$ cat config.mk
export PLATFORM = sky130hd
export DESIGN_NAME = uart_tx_fifo_param
export DESIGN_NICKNAME = d
export VERILOG_FILES = /design/src/rtl/uart_tx_fifo_param.sv
export SDC_FILE = /design/constraint.sdc
export NUM_CORES = 1
export LEC_CHECK = 0
export CORE_MARGIN = 4
export CORE_UTILIZATION = 60
export CTS_CLUSTER_SIZE = 24
export DETAILED_ROUTE_END_ITERATION = 8
export MAX_ROUTING_LAYER = met4
export PLACE_DENSITY = 0.79
export RECOVER_POWER = 50
export SYNTH_ARGS = -nofsm -noshare
export SYNTH_HDL_FRONTEND = slang
export SYNTH_SLANG_ARGS = --single-unit
$ cat constraint.sdc
create_clock -name clk -period 3.4 [get_ports clk]
set_input_delay 0.34 -clock clk [delete_from_list [all_inputs] [get_ports clk]]
set_output_delay 0.34 -clock clk [all_outputs]
set_load 0.02 [all_outputs]
$ cat src/rtl/uart_tx_fifo_param.sv
// UART transmitter with an integrated transmit FIFO, paced by an external baud pulse.
// The frame format is captured when a character is loaded, so software may reprogram it mid-frame.
module uart_tx_fifo_param #(
  parameter int DATA_W     = 9,
  parameter int FIFO_DEPTH = 16,
  localparam int AW        = $clog2(FIFO_DEPTH)
) (
  input  logic              clk,
  input  logic              reset_n,
  input  logic              baud_pulse,
  input  logic              wr_en,
  input  logic [DATA_W-1:0] wr_data,
  input  logic [3:0]        num_bits,
  input  logic [2:0]        parity_mode,
  input  logic              stop2,
  input  logic              send_break,
  output logic              tx,
  output logic              txrdy,
  output logic              fifo_empty,
  output logic [AW:0]       fifo_count,
  output logic              tx_busy,
  output logic              overflow
);

  typedef enum logic [2:0] {IDLE, LOAD, START, DATA, PARITY, STOP1, STOP2, BREAK} state_t;

  localparam logic [3:0]  MAX_BITS = 4'(DATA_W);
  localparam logic [AW:0] DEPTH    = (AW+1)'(FIFO_DEPTH);

  logic [DATA_W-1:0] mem [FIFO_DEPTH];
  logic [AW-1:0]     wr_ptr, rd_ptr;
  logic [AW:0]       count;
  logic              push, pop, loaded;

  state_t            state, state_next;
  logic              tx_next;
  logic [DATA_W-1:0] shift_reg;
  logic [3:0]        bit_cnt, bit_cnt_next, eff_bits, sh_bits;
  logic              sh_par_en, sh_stop2, par_bit, load_par;

  // The FIFO is popped exactly once, on the first cycle spent in LOAD.
  assign pop  = (state == LOAD) && !loaded;
  assign push = wr_en && ((count != DEPTH) || pop);

  assign txrdy      = (count != DEPTH);
  assign fifo_empty = (count == '0);
  assign fifo_count = count;
  assign tx_busy    = (state != IDLE);

  always_ff @(posedge clk) begin
    if (push) mem[wr_ptr] <= wr_data;
  end

  always_ff @(posedge clk or negedge reset_n) begin
    if (!reset_n) begin
      wr_ptr   <= '0;
      rd_ptr   <= '0;
      count    <= '0;
      overflow <= 1'b0;
    end else begin
      if (push) wr_ptr <= wr_ptr + 1'b1;
      if (pop)  rd_ptr <= rd_ptr + 1'b1;
      if (push && !pop)      count <= count + 1'b1;
      else if (pop && !push) count <= count - 1'b1;
      overflow <= wr_en && !push;
    end
  end

  // Clamped length and parity of the head-of-FIFO word, captured into the shadows on pop.
  always_comb begin
    eff_bits = num_bits;
    if (num_bits < 4'd5)          eff_bits = 4'd5;
    else if (num_bits > MAX_BITS) eff_bits = MAX_BITS;
    load_par = 1'b0;
    for (int i = 0; i < DATA_W; i++) begin
      if (4'(i) < eff_bits) load_par = load_par ^ mem[rd_ptr][i];
    end
  end

  always_ff @(posedge clk or negedge reset_n) begin
    if (!reset_n) begin
      state   <= IDLE;
      tx      <= 1'b1;
      bit_cnt <= '0;
      loaded  <= 1'b0;
    end else begin
      state   <= state_next;
      tx      <= tx_next;
      bit_cnt <= bit_cnt_next;
      loaded  <= (state == LOAD) && (state_next == LOAD);
    end
  end

  always_ff @(posedge clk or negedge reset_n) begin
    if (!reset_n) begin
      shift_reg <= '0;
      sh_bits   <= 4'd5;
      sh_par_en <= 1'b0;
      par_bit   <= 1'b0;
      sh_stop2  <= 1'b0;
    end else begin
      if (pop) begin
        shift_reg <= mem[rd_ptr];
        sh_bits   <= eff_bits;
        sh_par_en <= (parity_mode >= 3'd1) && (parity_mode <= 3'd4);
        sh_stop2  <= stop2;
        case (parity_mode)
          3'd1:    par_bit <= load_par;
          3'd2:    par_bit <= ~load_par;
          3'd3:    par_bit <= 1'b1;
          default: par_bit <= 1'b0;
        endcase
      end else if (state == DATA && baud_pulse) begin
        shift_reg <= shift_reg >> 1;
      end
      if (state == IDLE && state_next == BREAK) sh_stop2 <= stop2;
    end
  end

  always_comb begin
    state_next   = state;
    tx_next      = tx;
    bit_cnt_next = bit_cnt;
    case (state)
      IDLE: begin
        tx_next = 1'b1;
        if (send_break) begin
          if (baud_pulse) begin
            state_next = BREAK;
            tx_next    = 1'b0;
          end
        end else if (count != '0) begin
          state_next = LOAD;
        end
      end
      LOAD: begin
        if (baud_pulse) begin
          state_next = START;
          tx_next    = 1'b0;
        end
      end
      START: begin
        if (baud_pulse) begin
          state_next   = DATA;
          tx_next      = shift_reg[0];
          bit_cnt_next = '0;
        end
      end
      DATA: begin
        if (baud_pulse) begin
          if (bit_cnt == sh_bits - 4'd1) begin
            state_next = sh_par_en ? PARITY : STOP1;
            tx_next    = sh_par_en ? par_bit : 1'b1;
          end else begin
            bit_cnt_next = bit_cnt + 4'd1;
            tx_next      = shift_reg[1];
          end
        end
      end
      PARITY: begin
        if (baud_pulse) begin
          state_next = STOP1;
          tx_next    = 1'b1;
        end
      end
      STOP1: begin
        if (baud_pulse) begin
          state_next = sh_stop2 ? STOP2 : IDLE;
          tx_next    = 1'b1;
        end
      end
      STOP2: begin
        if (baud_pulse) begin
          state_next = IDLE;
          tx_next    = 1'b1;
        end
      end
      BREAK: begin
        tx_next = 1'b0;
        if (!send_break && baud_pulse) begin
          state_next = STOP1;
          tx_next    = 1'b1;
        end
      end
      default: begin
        state_next = IDLE;
        tx_next    = 1'b1;
      end
    endcase
  end

endmodule
==> Word level (Yosys, flattened, before mapping) <==
Memory sizes are Yosys's and may differ from the RTL's.
Index checks and enable logic that the tools add are counted.
{ "totals": {"output_inout_bits": 10, "ram_bits": 144, "wordCells": 135, "input_bits": 22, "memories": 1, "reg_bits": 39} }
{ "classes": {"bitwise_logic": 9, "n_mux": 48, "add_sub_neg": 6, "magnitude_cmp": 13, "n_eq_ne": 19, "n_reduce_logical": 26} }
{ "mem_list": {"columns": ["memory", "depth", "width", "read_ports", "rd_clocked_by_memory_dff", "write_ports", "line", "source"], "rows": [
  ["mem", 16, 9, 1, 0, 1, "30", "logic [DATA_W-1:0] mem [FIFO_DEPTH];"]
]} }
{ "ops": {"columns": ["cell", "n"], "rows": [
  ["$mux 3", 12],
  ["$pmux 3 s8", 1],
  ["$mux 1", 23],
  ["$mux 4", 5],
  ["$mux 9", 2],
  ["$lt 3x4->1 const A", 4],
  ["$eq 3x3->1 const B", 5],
  ["$add 4x1->4 const B", 3],
  ["$eq 3x2->1 const B", 4],
  ["$logic_and 1x1->1", 10],
  ["$mux 5", 2],
  ["$eq 3x1->1 const B", 3],
  ["$lt 1x4->1 const A", 2],
  ["$lt 2x4->1 const A", 2],
  ["$ne 2x2->1 const B", 4],
  ["$pmux 4 s2", 1],
  ["$reduce_and 4->1", 2],
  ["$reduce_bool 2->1", 4],
  ["$xor 1x1->1", 8],
  ["$pmux 1 s6", 1],
  ["$add 5x1->5 const B", 1],
  ["$logic_not 5->1", 1],
  ["$ne 5x5->1 const B", 1],
  ["$reduce_bool 5->1", 1],
  ["16 further kinds", 19]
]} }

==> Depth between registers and ports, before layout <==
Gate-level depths: netlist of the first run.
{ "logic_depth": {"word_depth": 23, "depth_mapped": 13, "depth_no_buf": 12} }

==> Least setup slack after synthesis of the first run <==
Ideal clock, no wire load.
{ "synth_timing": {"path_kind": "register -> register", "startpoint": "reg count[0] (netlist: fifo_count[0])", "endpoint": "reg count[4] (netlist: fifo_count[4])", "period_less_slack_ns": 2.847, "path_slack_ns": 0.553, "path_stages_with_launch": 13, "n_path_buf": 1, "t_required_ns": 3.268, "arrival_ns": 2.714, "setup_ns": 0.132, "cell_sequence": "dfrtp_1 -> nor4_1 -> nand2_1 -> o21a_1 -> clkbuf_1 -> ha_1 -> inv_1 -> ha_1 -> a21o_1 -> a21oi_1 -> xnor2_1 -> nor2_1 -> xor2_1"} }
{ "synth_between": {"elab_chain_cells": 6, "word_cells_on_any_way": 11, "classes_between": "2 x add/sub; 1 x eq/ne; 2 x mux; 6 x reduce/logical"} }
{ "synth_rtl": {"columns": ["item", "line", "source"], "rows": [
  ["start, declared", "32", "logic [AW:0] count;"],
  ["start signal, assigned", "63", "if (push && !pop) count <= count + 1'b1;"],
  ["start signal, assigned", "64", "else if (pop && !push) count <= count - 1'b1;"],
  ["$ne 5x5->1 (*)", null, null],
  ["via txrdy", "18", "output logic txrdy,"],
  ["$logic_or 1x1->1 (*)", "43", "assign push = wr_en && ((count != DEPTH) || pop);"],
  ["$logic_and 1x1->1 (*)", "43", null],
  ["via push", "33", "logic push, pop, loaded;"],
  ["$logic_not 1->1", "64", null],
  ["$logic_and 1x1->1", "64", null],
  ["$reduce_bool 2->1 (no line)", null, null]
]} }
Mark *: on every way through the listed nets, which the timed path passes. The rest lies on a longest branch. The select of a mux whose other input is x is not followed.
A chain may end at the register's enable or synchronous reset.

==> Final worst setup path of the first run <==
{ "layout_timing": {"startpoint": "reg rd_ptr[0]", "endpoint": "reg par_bit"} }
{ "layout_between": {"elab_chain_cells": 20} }
{ "layout_rtl": {"columns": ["item", "line", "source"], "rows": [
  ["start, declared", "31", "logic [AW-1:0] wr_ptr, rd_ptr;"],
  ["start signal, assigned", "62", "if (pop) rd_ptr <= rd_ptr + 1'b1;"],
  ["$mem_v2 16x9 (*)", null, null],
  ["$mux 1", "76", "if (4'(i) < eff_bits) load_par = load_par ^ mem[rd_ptr][i];"],
  ["$xor 1x1->1", "76", null],
  ["$mux 1", "76", null],
  ["$xor 1x1->1", "76", null],
  ["$mux 1", "76", null],
  ["$xor 1x1->1", "76", null],
  ["$mux 1", "76", null],
  ["[... 4 more ...]", null, null],
  ["$xor 1x1->1", "76", null],
  ["$mux 1", "76", null],
  ["$xor 1x1->1", "76", null],
  ["$mux 1", "76", null],
  ["$xor 1x1->1", "76", null],
  ["$mux 1 (*)", "76", null],
  ["$not 1->1", "109", "3'd2: par_bit <= ~load_par;"],
  ["$pmux 1 s3 (*)", "107", "case (parity_mode)"],
  ["end signal, assigned", "108", "3'd1: par_bit <= load_par;"],
  ["end signal, assigned", "109", null],
  ["end, declared", "39", "logic sh_par_en, sh_stop2, par_bit, load_par;"]
]} }
Mark *: on every way between the ends. The rest lies on a longest branch, timed or not.

==> metrics, run 1 <==
die width=about 120 um; largest net degree at the start of global routing=40; initial core utilization=61.86%; Pint=5.392 mW; CP Capture Type=flop; boundary pin count=32; hold endpoint=par_bit; Multi-input gate area=2395 um2; Avg Inst Size Synth=15.37 um2; measured slew at the worst slew-check pin=2.103 ns; Post-Synthesis Cells=514; Switching Share=approximately 34%; total wire length=15.94 mm; Total GRT Usage=between 20% and 30%; Slew Viols, Final=40; Ys Warns=0; CTS resizes=0; H-tree levels=4; drt initial violations=390; worst hold path stage count=2; Port Buffers=31; FF/Latch Area=5308 um2; Async SR Flop Fraction=21.31%; maximum VDD drop=0.0004317 V; total setup buffers inserted after CTS=0; grt ovf=0; Clock Skews=between 0.01 and 0.015 ns; Required @ worst endpoint=3.73 ns; Worst R2R End=par_bit; failing checks=capacitance limit, slew limit; fmax=around 0.34 GHz; worst path cell trace=buf_12, mux4_2, a22oi_1, nand2_1, xor2_1, xnor2_1, xnor3_1, mux2i_1, o31ai_2; clock tree sinks=183; Max clock buf depth=2; Compound-Gate Fraction of Synth Area=8.535%; drt drc=0; CTS buffer count=17; WHS=0.5039 ns; WS Path Type=flop to flop; final net count=about 600; clock-pin slew on the worst setup and hold paths=0.07 ns; drt wl/cell=~21 um; CTS tree=yes; die area=15,070 um2; Std-Cell Rows=41; Slew HR=-40.18%; layout cell share with drive strength beyond 1=between 10% and 20%; slack of the worst reg-to-reg path=around 0.47 ns; Die Y=122.8 um; Reg2Reg Depth=9; fill count=approximately 820; Clock Power Share=24.3%; Placeable Area=12,770 um2; Final min period=2.931 ns; Simple-Gate Fraction of Synth Area=about 5.7%; adder-cell share of the synthesized area=1.995%; vias in the first global route=around 4,500; # diodes=0; unrepaired setup endpoints after global routing=false; Syn Nets=~550; Root Buffer Master=clkbuf_16; max reg flops=144; Psw=2.752 mW; Hold Path Class=flop to flop; Seq/Total Area, Yosys=67.13%; via count=4,501; GPL Wtd Cong=roughly 0.83; largest family of logic cells by synthesized area=multiplexers; sequential power share=roughly two fifths; status=finished with violations; synthesis-stage register bit count=around 180; EDFF count, synth=144; hpwl dp=10.50 mm; Cell Area, Synth=7901 um2; DR pass1 iterations=5; initial antenna violation count=0; combinational power share=36.1%; Synth Area in XOR/XNOR=about 3%; crit path max fanout=21; Worst setup SP type=flop; Synth cell types=49; hold_sp=par_bit; Clk Latency, worst-skew pair=between 0.4 and 0.5 ns; Hold Buf Count CTS=0; first-pass GRT wire length=25.27 mm; Final Cycle Share=86.20%; final count of hold timing violations=0; Slowest cell on crit path=dfrtp_4; mux contribution to synthesized area=11.12%; count of final setup violators=0; Setup TNS=0 ns; max incr delay on CP=0.69 ns; Via density=6.034; Post-synth top flop=edfxtp_1; final antenna-violating net count=0; RR Startpoint=rd_ptr[0]; area grow syn2layout=14.84%; LEAKAGE=approximately 3.3 nW; Pwr Density=around 900 nW/um2; CP Data Arrival Time=between 3 and 4 ns; max_cap viols=1
[worst max path at each step]
| stage | startpoint | end | slack, ns | cells after the start |
|---|---|---|---|---|
| CTS | rd_ptr[0] | par_bit | 0.43 | 9 |
| floorplan | fifo_count[0] | fifo_count[4] | 0.55 | 12 |
| finish | rd_ptr[0] | par_bit | 0.47 | 9 |
| global route | state[0] | fifo_count[4] | 0.23 | 11 |
| global placement | rd_ptr[0] | par_bit | 0.56 | 9 |
| detailed placement | rd_ptr[0] | par_bit | 0.48 | 9 |
[power by group through the flow]
stage	Sequential (mW)	Clock (mW)	Combinational (mW)
floorplan	3.08	0	2.35
global placement	3.23	0	2.84
detailed placement	3.26	0	2.94
CTS	3.22	2.01	2.97
global route	3.28	2.11	3.22
finish	3.22	1.98	2.94
[layer usage]
metal  track usage (%)  wire, um  up-vias
met1             31.38      6782     2259
met4             5.738       170        0
met5                 -         0        -
met2             38.30      8014      162
li1                  -         -     2064
met3             5.023       969       16
[through the flow]
step	util, %	area, um2	power [mW]	std cells	worst slack [ns]
final	71.04	9074	8.144	746	0.4691
after global routing	71.04	9074	8.609	746	0.2253
after CTS	71.09	9081	8.193	746	0.4313
after detailed placement	66.38	8479	6.203	715	0.4765
after global placement	66.38	8479	6.074	715	0.5607
after floorplan	-	7901	5.435	514	0.5535
[synth_stat cells (all sizes together) (11+ instances only)]
master	n	share of area, %
a221oi	20	3.2
o21ai	31	2.0
buf	13	1.4
mux2i	45	5.7
xnor2	19	2.1
ha	11	1.7
inv	11	0.52
mux4	18	5.1
clkbuf	14	0.67
nor2	28	1.3
nand2	46	2.2
dfrtp	36	11
edfxtp	144	55
[worst max-delay path, delay by kind of cell (launching register included)]
| kind | cells | cell delay, ns |
|---|---|---|
| flip-flops | 1 | 0.69 |
| multiplexers | 2 | 0.66 |
| buffers and inverters | 1 | 0.23 |
| XOR/XNOR | 3 | 0.81 |
| AND/OR/NAND/NOR | 1 | 0.12 |
| AO/OA/AOI/OAI | 2 | 0.34 |
[cell type report]
cell class	instances	share of cell area, %
Inverter	11	0.4550
Tap cell	172	2.372
Timing Repair Buffer	56	5.654
Clock inverter	14	1.944
Multi-Input combinational cell	293	26.39
Sequential cell	183	58.49
Clock buffer	17	4.688
[cells in the final DEF (no fill, tap or decap), types with 17 or more instances in the layout]
master	Yosys	layout
edfxtp_1	144	144
nand2_1	46	46
mux2i_1	45	45
dfrtp_1	36	35
nor2_1	28	28
buf_4	1	22
clkdlybuf4s50_1	0	21
xnor2_1	19	19
o21ai_1	19	19
mux4_2	18	18
clkbuf_16	0	17
[logic make-up (layout without fill, tap and decap cells)]
group | count (synthesis) | in the layout
buf+inv | 38 | 98
flops | 183 | 183
xor+xnor | 25 | 25
fa+ha+maj | 12 | 12
simple gates | 103 | 103
compound gates | 88 | 88
mux | 65 | 65
No activity file was read; power rests on OpenSTA's default activity.
==> inputs of run 2 (changes only) <==
--- a/config.mk
+++ b/config.mk
@@ -5,6 +5,7 @@
 export SDC_FILE = /design/constraint.sdc
 export NUM_CORES = 1
 export LEC_CHECK = 0
+export CAP_MARGIN = 20
 export CORE_MARGIN = 4
 export CORE_UTILIZATION = 60
 export CTS_CLUSTER_SIZE = 24
==> results of run 2 <==
Final layout, timing and power as in run 1 (identical DEF).
